**src/rtl/mem_access_sequencer_pkg.sv**
```systemverilog
// mem_access_sequencer_pkg
//   Shared types for the MEM-stage access sequencer.
//   - memseq_state_t : sequencer FSM state encoding.
//   - BE_ALL / BE_LOW / BE_HIGH : byte-lane enables for the 16-bit datapath.
package mem_access_sequencer_pkg;

  typedef enum logic [1:0] {
    IDLE   = 2'd0,
    INDIR  = 2'd1,
    ACCESS = 2'd2,
    DONE   = 2'd3
  } memseq_state_t;

  localparam logic [1:0] BE_ALL  = 2'b11;
  localparam logic [1:0] BE_LOW  = 2'b01;
  localparam logic [1:0] BE_HIGH = 2'b10;

endpackage

```
**src/rtl/mem_access_sequencer_byte_lane_unit.sv**
```systemverilog
// byte_lane_unit
//   Combinational byte-lane steering for the memory port.
//   Ports:
//     addr_lo_i  byte offset within the word (cur_addr low bits)
//     byte_i     byte access; otherwise full word
//     wdata_i    store source value
//     rdata_i    memory read data
//     be_o       lane enables (all lanes for word access)
//     wdata_o    write data; byte stores replicate the low byte in every lane
//     rbyte_o    lane selected by addr_lo_i, zero-extended to DATA_WIDTH
module byte_lane_unit #(
  parameter int DATA_WIDTH = 16,
  parameter int NUM_LANES  = DATA_WIDTH / 8,
  parameter int OFS_W      = $clog2(NUM_LANES)
) (
  input  logic [OFS_W-1:0]      addr_lo_i,
  input  logic                  byte_i,
  input  logic [DATA_WIDTH-1:0] wdata_i,
  input  logic [DATA_WIDTH-1:0] rdata_i,
  output logic [NUM_LANES-1:0]  be_o,
  output logic [DATA_WIDTH-1:0] wdata_o,
  output logic [DATA_WIDTH-1:0] rbyte_o
);

  for (genvar g = 0; g < NUM_LANES; g++) begin : g_lane
    assign be_o[g]          = !byte_i || (addr_lo_i == OFS_W'(g));
    assign wdata_o[g*8 +: 8] = byte_i ? wdata_i[7:0] : wdata_i[g*8 +: 8];
  end

  logic [7:0] sel;
  always_comb begin
    sel = '0;
    for (int i = 0; i < NUM_LANES; i++)
      if (addr_lo_i == OFS_W'(i)) sel = rdata_i[i*8 +: 8];
  end

  assign rbyte_o = DATA_WIDTH'(sel);

endmodule

```
**src/rtl/mem_access_sequencer.sv**
```systemverilog
// mem_access_sequencer
//   Multi-cycle MEM-stage sequencer: word/byte load/store with up to
//   MAX_INDIRECT levels of pointer indirection. Stalls the pipeline until the
//   data-memory handshake completes, then pulses resp_valid for one cycle.
//   Optional macro MEMSEQ_TIMEOUT_EN adds a wait watchdog (TIMEOUT_CYCLES)
//   that aborts a stuck access with resp_error.
//   Ports:
//     clk, rst_n                      clock, synchronous active-low reset
//     req_valid/read/write/byte       request qualifiers from MEM stage
//     req_levels, req_addr, req_wdata indirection depth, address, store data
//     stall                           freeze upstream pipeline
//     resp_valid/rdata/error          completion pulse, load data, abort flag
//     mem_address/read/write          data-memory request
//     mem_byte_enable, mem_wdata      lane enables, write data
//     mem_rdata, mem_resp             memory read data, one-cycle completion
module mem_access_sequencer
  import mem_access_sequencer_pkg::*;
#(
  parameter int DATA_WIDTH   = 16,
  parameter int ADDR_WIDTH   = 16,
  parameter int MAX_INDIRECT = 1,
  parameter int LVL_W        = $clog2(MAX_INDIRECT + 1)
`ifdef MEMSEQ_TIMEOUT_EN
  ,
  parameter int TIMEOUT_CYCLES = 255
`endif
) (
  input  logic                    clk,
  input  logic                    rst_n,
  input  logic                    req_valid,
  input  logic                    req_read,
  input  logic                    req_write,
  input  logic                    req_byte,
  input  logic [LVL_W-1:0]        req_levels,
  input  logic [ADDR_WIDTH-1:0]   req_addr,
  input  logic [DATA_WIDTH-1:0]   req_wdata,
  output logic                    stall,
  output logic                    resp_valid,
  output logic [DATA_WIDTH-1:0]   resp_rdata,
  output logic                    resp_error,
  output logic [ADDR_WIDTH-1:0]   mem_address,
  output logic                    mem_read,
  output logic                    mem_write,
  output logic [DATA_WIDTH/8-1:0] mem_byte_enable,
  output logic [DATA_WIDTH-1:0]   mem_wdata,
  input  logic [DATA_WIDTH-1:0]   mem_rdata,
  input  logic                    mem_resp
);

  localparam int NUM_LANES = DATA_WIDTH / 8;
  localparam int OFS_W     = $clog2(NUM_LANES);
  localparam int PTR_W     = (ADDR_WIDTH > DATA_WIDTH) ? ADDR_WIDTH : DATA_WIDTH;

  memseq_state_t         state_q, state_d;
  logic [ADDR_WIDTH-1:0] addr_q, addr_d;
  logic [DATA_WIDTH-1:0] wdata_q, wdata_d;
  logic                  byte_q, byte_d;
  logic                  write_q, write_d;
  logic [LVL_W-1:0]      lvl_q, lvl_d;
  logic [DATA_WIDTH-1:0] rdata_q, rdata_d;

  logic                  start, in_indir, in_access, strobe_on;
  logic [LVL_W-1:0]      lvl_in, lvl_dec;
  logic [PTR_W-1:0]      ptr_ext;
  logic [ADDR_WIDTH-1:0] addr_aligned;
  logic [NUM_LANES-1:0]  lane_be;
  logic [DATA_WIDTH-1:0] lane_wdata, lane_rbyte;

  // Only clamp when the level field can encode values above MAX_INDIRECT.
  if (((1 << LVL_W) - 1) > MAX_INDIRECT) begin : g_clamp
    assign lvl_in = (req_levels > LVL_W'(MAX_INDIRECT)) ? LVL_W'(MAX_INDIRECT) : req_levels;
  end else begin : g_noclamp
    assign lvl_in = req_levels;
  end

  assign start     = (state_q == IDLE) && req_valid && (req_read || req_write);
  assign in_indir  = (state_q == INDIR);
  assign in_access = (state_q == ACCESS);
  assign strobe_on = in_indir || in_access;
  assign lvl_dec   = lvl_q - LVL_W'(1);
  assign ptr_ext   = PTR_W'(mem_rdata);

  if (OFS_W > 0) begin : g_align
    assign addr_aligned = {addr_q[ADDR_WIDTH-1:OFS_W], OFS_W'(0)};
  end else begin : g_noalign
    assign addr_aligned = addr_q;
  end

  byte_lane_unit #(.DATA_WIDTH(DATA_WIDTH)) u_lanes (
    .addr_lo_i (addr_q[OFS_W-1:0]),
    .byte_i    (byte_q),
    .wdata_i   (wdata_q),
    .rdata_i   (mem_rdata),
    .be_o      (lane_be),
    .wdata_o   (lane_wdata),
    .rbyte_o   (lane_rbyte)
  );

`ifdef MEMSEQ_TIMEOUT_EN
  localparam int CNT_W = $clog2(TIMEOUT_CYCLES + 1);
  logic [CNT_W-1:0] cnt_q, cnt_d;
  logic             err_q, err_d;
  logic             expired;
  // Counter value of the final allowed wait cycle; no response by then aborts.
  assign expired = strobe_on && !mem_resp && (cnt_q == CNT_W'(TIMEOUT_CYCLES - 1));
`endif

  always_comb begin
    state_d = state_q;
    addr_d  = addr_q;
    wdata_d = wdata_q;
    byte_d  = byte_q;
    write_d = write_q;
    lvl_d   = lvl_q;
    rdata_d = rdata_q;
    unique case (state_q)
      IDLE: if (start) begin
        addr_d  = req_addr;
        wdata_d = req_wdata;
        byte_d  = req_byte;
        write_d = req_write;           // read+write together is a store
        lvl_d   = lvl_in;
        state_d = (lvl_in != '0) ? INDIR : ACCESS;
      end
      INDIR: if (mem_resp) begin
        addr_d  = ptr_ext[ADDR_WIDTH-1:0];
        lvl_d   = lvl_dec;
        state_d = (lvl_dec != '0) ? INDIR : ACCESS;
      end
      ACCESS: if (mem_resp) begin
        state_d = DONE;
        if (!write_q) rdata_d = byte_q ? lane_rbyte : mem_rdata;
      end
      DONE: state_d = IDLE;
      default: state_d = IDLE;
    endcase
`ifdef MEMSEQ_TIMEOUT_EN
    err_d = err_q;
    if (start) err_d = 1'b0;
    if (start || mem_resp || !strobe_on) cnt_d = '0;
    else                                 cnt_d = cnt_q + CNT_W'(1);
    if (expired) begin
      state_d = DONE;
      err_d   = 1'b1;
      rdata_d = '0;
    end
`endif
  end

  always_ff @(posedge clk) begin
    if (!rst_n) begin
      state_q <= IDLE;
      addr_q  <= '0;
      wdata_q <= '0;
      byte_q  <= 1'b0;
      write_q <= 1'b0;
      lvl_q   <= '0;
      rdata_q <= '0;
`ifdef MEMSEQ_TIMEOUT_EN
      cnt_q   <= '0;
      err_q   <= 1'b0;
`endif
    end else begin
      state_q <= state_d;
      addr_q  <= addr_d;
      wdata_q <= wdata_d;
      byte_q  <= byte_d;
      write_q <= write_d;
      lvl_q   <= lvl_d;
      rdata_q <= rdata_d;
`ifdef MEMSEQ_TIMEOUT_EN
      cnt_q   <= cnt_d;
      err_q   <= err_d;
`endif
    end
  end

  assign stall           = start || strobe_on;
  assign resp_valid      = (state_q == DONE);
  assign resp_rdata      = rdata_q;
`ifdef MEMSEQ_TIMEOUT_EN
  assign resp_error      = (state_q == DONE) && err_q;
`else
  assign resp_error      = 1'b0;
`endif
  // Outside an active strobe the port idles at its reset values.
  assign mem_read        = in_indir || (in_access && !write_q);
  assign mem_write       = in_access && write_q;
  assign mem_address     = strobe_on ? addr_aligned : '0;
  assign mem_byte_enable = in_access ? lane_be : '1;
  assign mem_wdata       = (in_access && write_q) ? lane_wdata : '0;

endmodule

```
**config.mk**
```make
export PLATFORM = sky130hd
export DESIGN_NAME = mem_access_sequencer
export DESIGN_NICKNAME = d
export VERILOG_FILES = /design/src/rtl/mem_access_sequencer_pkg.sv /design/src/rtl/mem_access_sequencer_byte_lane_unit.sv /design/src/rtl/mem_access_sequencer.sv
export SDC_FILE = /design/constraint.sdc
export NUM_CORES = 1
export LEC_CHECK = 0
export ABC_AREA = 1
export CORE_MARGIN = 2
export CORE_UTILIZATION = 55
export CTS_CLUSTER_SIZE = 25
export DETAILED_ROUTE_END_ITERATION = 16
export DONT_BUFFER_PORTS = 1
export PLACE_DENSITY = 0.78
export RECOVER_POWER = 25
export SETUP_SLACK_MARGIN = 0.02
export SLEW_MARGIN = 30
export SYNTH_ARGS = -nofsm -noshare
export SYNTH_HDL_FRONTEND = slang
export SYNTH_HIERARCHICAL = 1
export SYNTH_SLANG_ARGS = --single-unit
```
**constraint.sdc**
```tcl
create_clock -name clk -period 3.35 [get_ports clk]
set_input_delay 0.67 -clock clk [delete_from_list [all_inputs] [get_ports clk]]
set_output_delay 0.67 -clock clk [all_outputs]
set_load 0.03 [all_outputs]
```
==> results.cfg <==
[worst_setup_path]
startpoint_type = flip-flop
r2r_slack_ns = 0.83
cp.arrival_ns = 2.24
r2r_end = addr_q[6]
crit_fanout = 21
ff2ff_path_depth = 8
crit_type = flip-flop to output port
r2r-start = state_q[1]
worstSetupEndpointType = output port
worstPathRequired_ns = 2.68

[min_path]
whs_path_depth = 2
hold_path.class = input pin to flip-flop
min_from = rst_n
min_to = wdata_q[7]

[placement]
dpl_worst_slack_ns = 0.8928
portBuffers = 0
hpwl_um = 5712
place_congestion = 0.8827

[logic_synthesis]
synth_area_mm2 = 0.003232
synth_edf_count = 0
ys_warn_count = 6
yosysTopAreaCellShare_pct = 32.83
post_synth.cell_area_avg_um2 = 6.075
synth_cell_types = 22
ys_ff_latch = 53
synthArstFlopShare_pct = 0
yosysSeqAreaShare_pct = 32.83
yosys-top-cells-count = 131 x nand2_1, 72 x inv_1, 71 x nor2_1
yosysMostFrequentCell = nand2_1
ys.flop_type = dfxtp_1
synthTopCellsByArea = dfxtp_1 33%, nand2_1 15%, inv_1 8.4%, nor2_1 8.2%, a21oi_1 8.1%
synthCells = 532
synth_top_area_cell = dfxtp_1

[floorplanning]
die_area_mm2 = 0.006505
chipWidth_um = 80.66
io_pins = 111
core_mm2 = 0.005574
rows = 27
die_y_um = 80.66
start_util_pct = 57.98

[run_status]
outcome = finished clean

[drt]
wl_um = 7840
drc_errors = 0
drtAntennaViolNets = 0
via_per_inst = 5.210
first_pass_iters = 4
vias = 3006
drt_iter0_drc = 214
wl_per_cell_um = 13.59

[timing]
fin_crit_ns = 2.912
setup_viol = 0
fin_skew_ns = 0.009126
fmax_mhz = 343.4
rsz0062_at_grt = false
finalCritPeriodShare_pct = 86.93
worst_pin_slew_ns = 0.6888
slew_violations = 0
finalSetupTns_ns = 0
worst_slack_ns = 0.4379
relSlewSlack_pct = 54.08
hold_viol_final = 0

[global_routing]
track_usage_pct = 24.77
grt_max_degree = 38
overflow = 0
grt_pass1_vias = 2776
grt_pass1_wl_um = 12650
antenna_found_initial = 0

[clock_network]
cts_htree_levels = 2
hold_buffers = 0
cts_setup_buffers = 0
cts_tree = yes
clkTransAtPathRegs_ns = 0.10
numCtsBuffers = 5
clk_path_buf_depth = 2
cts_resized = 0
clock-sinks = 53
clock_latency_ns = 0.31
cts-root-buf = clkbuf_8

[pwr]
peakVddDrop_mv = 0.3454
cellPowerDensity_mw_per_mm2 = 768.7
p_leak_nw = 1.615

[layout]
fin_nets = 565
area.growth.synth_to_final_pct = -0.6195
n_antenna_cell = 0
drive_gt1_share_pct = 7.327

[run]
drv_cap = 0
[sequential cells by signal, summed over array words and instances (netlist names)]
signal	count
addr_q	16
byte_q	1
resp_rdata	16
wdata_q	16
lvl_q	1
write_q	1
state_q	2
[worst max-delay path: stages (launching register included)]
cell and delay (ns):
dfxtp_1 0.40, inv_1 0.10, ha_1 0.25, nand2_1 0.07
clkinv_1 0.07, nand2_1 0.07, buf_4 0.22, inv_1 0.29
or2_2 0.46
[worst max-delay path by stage]
stage / from / end / slack (ns)
finish: state_q[0] / stall / 0.44
global route: state_q[0] / stall / 0.28
CTS: state_q[1] / mem_read / 0.56
detailed placement: state_q[1] / addr_q[1] / 0.89
global placement: state_q[0] / stall / 1.0
floorplan: req_valid / stall / 1.22
[layout make-up]
cell class              count  area [um^2]
multi-input cells         362         1619
inverters                  79        304.0
fillers                   554         2362
clock buffers               5        68.82
repair buffers              3        22.52
well taps                  72        90.09
clock inverters             3        46.29
flip-flops and latches     53         1061
[per-layer routing]
layer / GRT usage, % / wire (um)
met1: 29.99 / 3098
met2: 40.00 / 3757
met3: 9.326 / 841
met4: 8.983 / 143
met5: 0 / 0
[power breakdown]
part / internal [W] / leakage [nW] / switching (W)
logic: 0.000318 / 1.13 / 0.000740
registers: 0.000796 / 0.435 / 0.000174
clock network: 0.000224 / 0.0543 / 0.000217
total: 0.00134 / 1.61 / 0.00113
[per-stage QoR]
stage / utilization (%) / total power (W) / instances / area, um^2 / hold WS (ns)
after CTS: 57.58 / 0.002484 / 577 / 3209 / 0.4681
after global routing: 57.62 / 0.002680 / 577 / 3212 / 0.4722
after floorplan: - / 0.001931 / 540 / 3262 / 0.4514
final: 57.62 / 0.002469 / 577 / 3212 / 0.4829
after global placement: 55.51 / 0.002008 / 569 / 3094 / 0.4618
after detailed placement: 55.51 / 0.002041 / 569 / 3094 / 0.4676
[cells in the final DEF (no fill, tap or decap), drive strengths merged]
cell	netlist	layout
clkinv	1	3
nor2	72	72
nand3	34	34
nand2	148	148
or2	4	4
clkinvlp	0	1
o21ai	37	37
a21oi	52	52
buf	33	3
conb	2	10
inv	78	77
clkbuf	13	5
bufinv	0	1
ha	5	5
dfxtp	53	53
[cells by family after synthesis]
family                     after synthesis  share of synthesized area [%]
and+or+nand+nor                        258                          33.14
buffers and inverters                  125                          18.08
AOI/OAI and AO/OA                       89                          13.78
DFF                                     53                          32.83
adders and majority gates                5                          1.936
other                                    2                         0.2324
No activity file was read; power rests on OpenSTA's default activity.
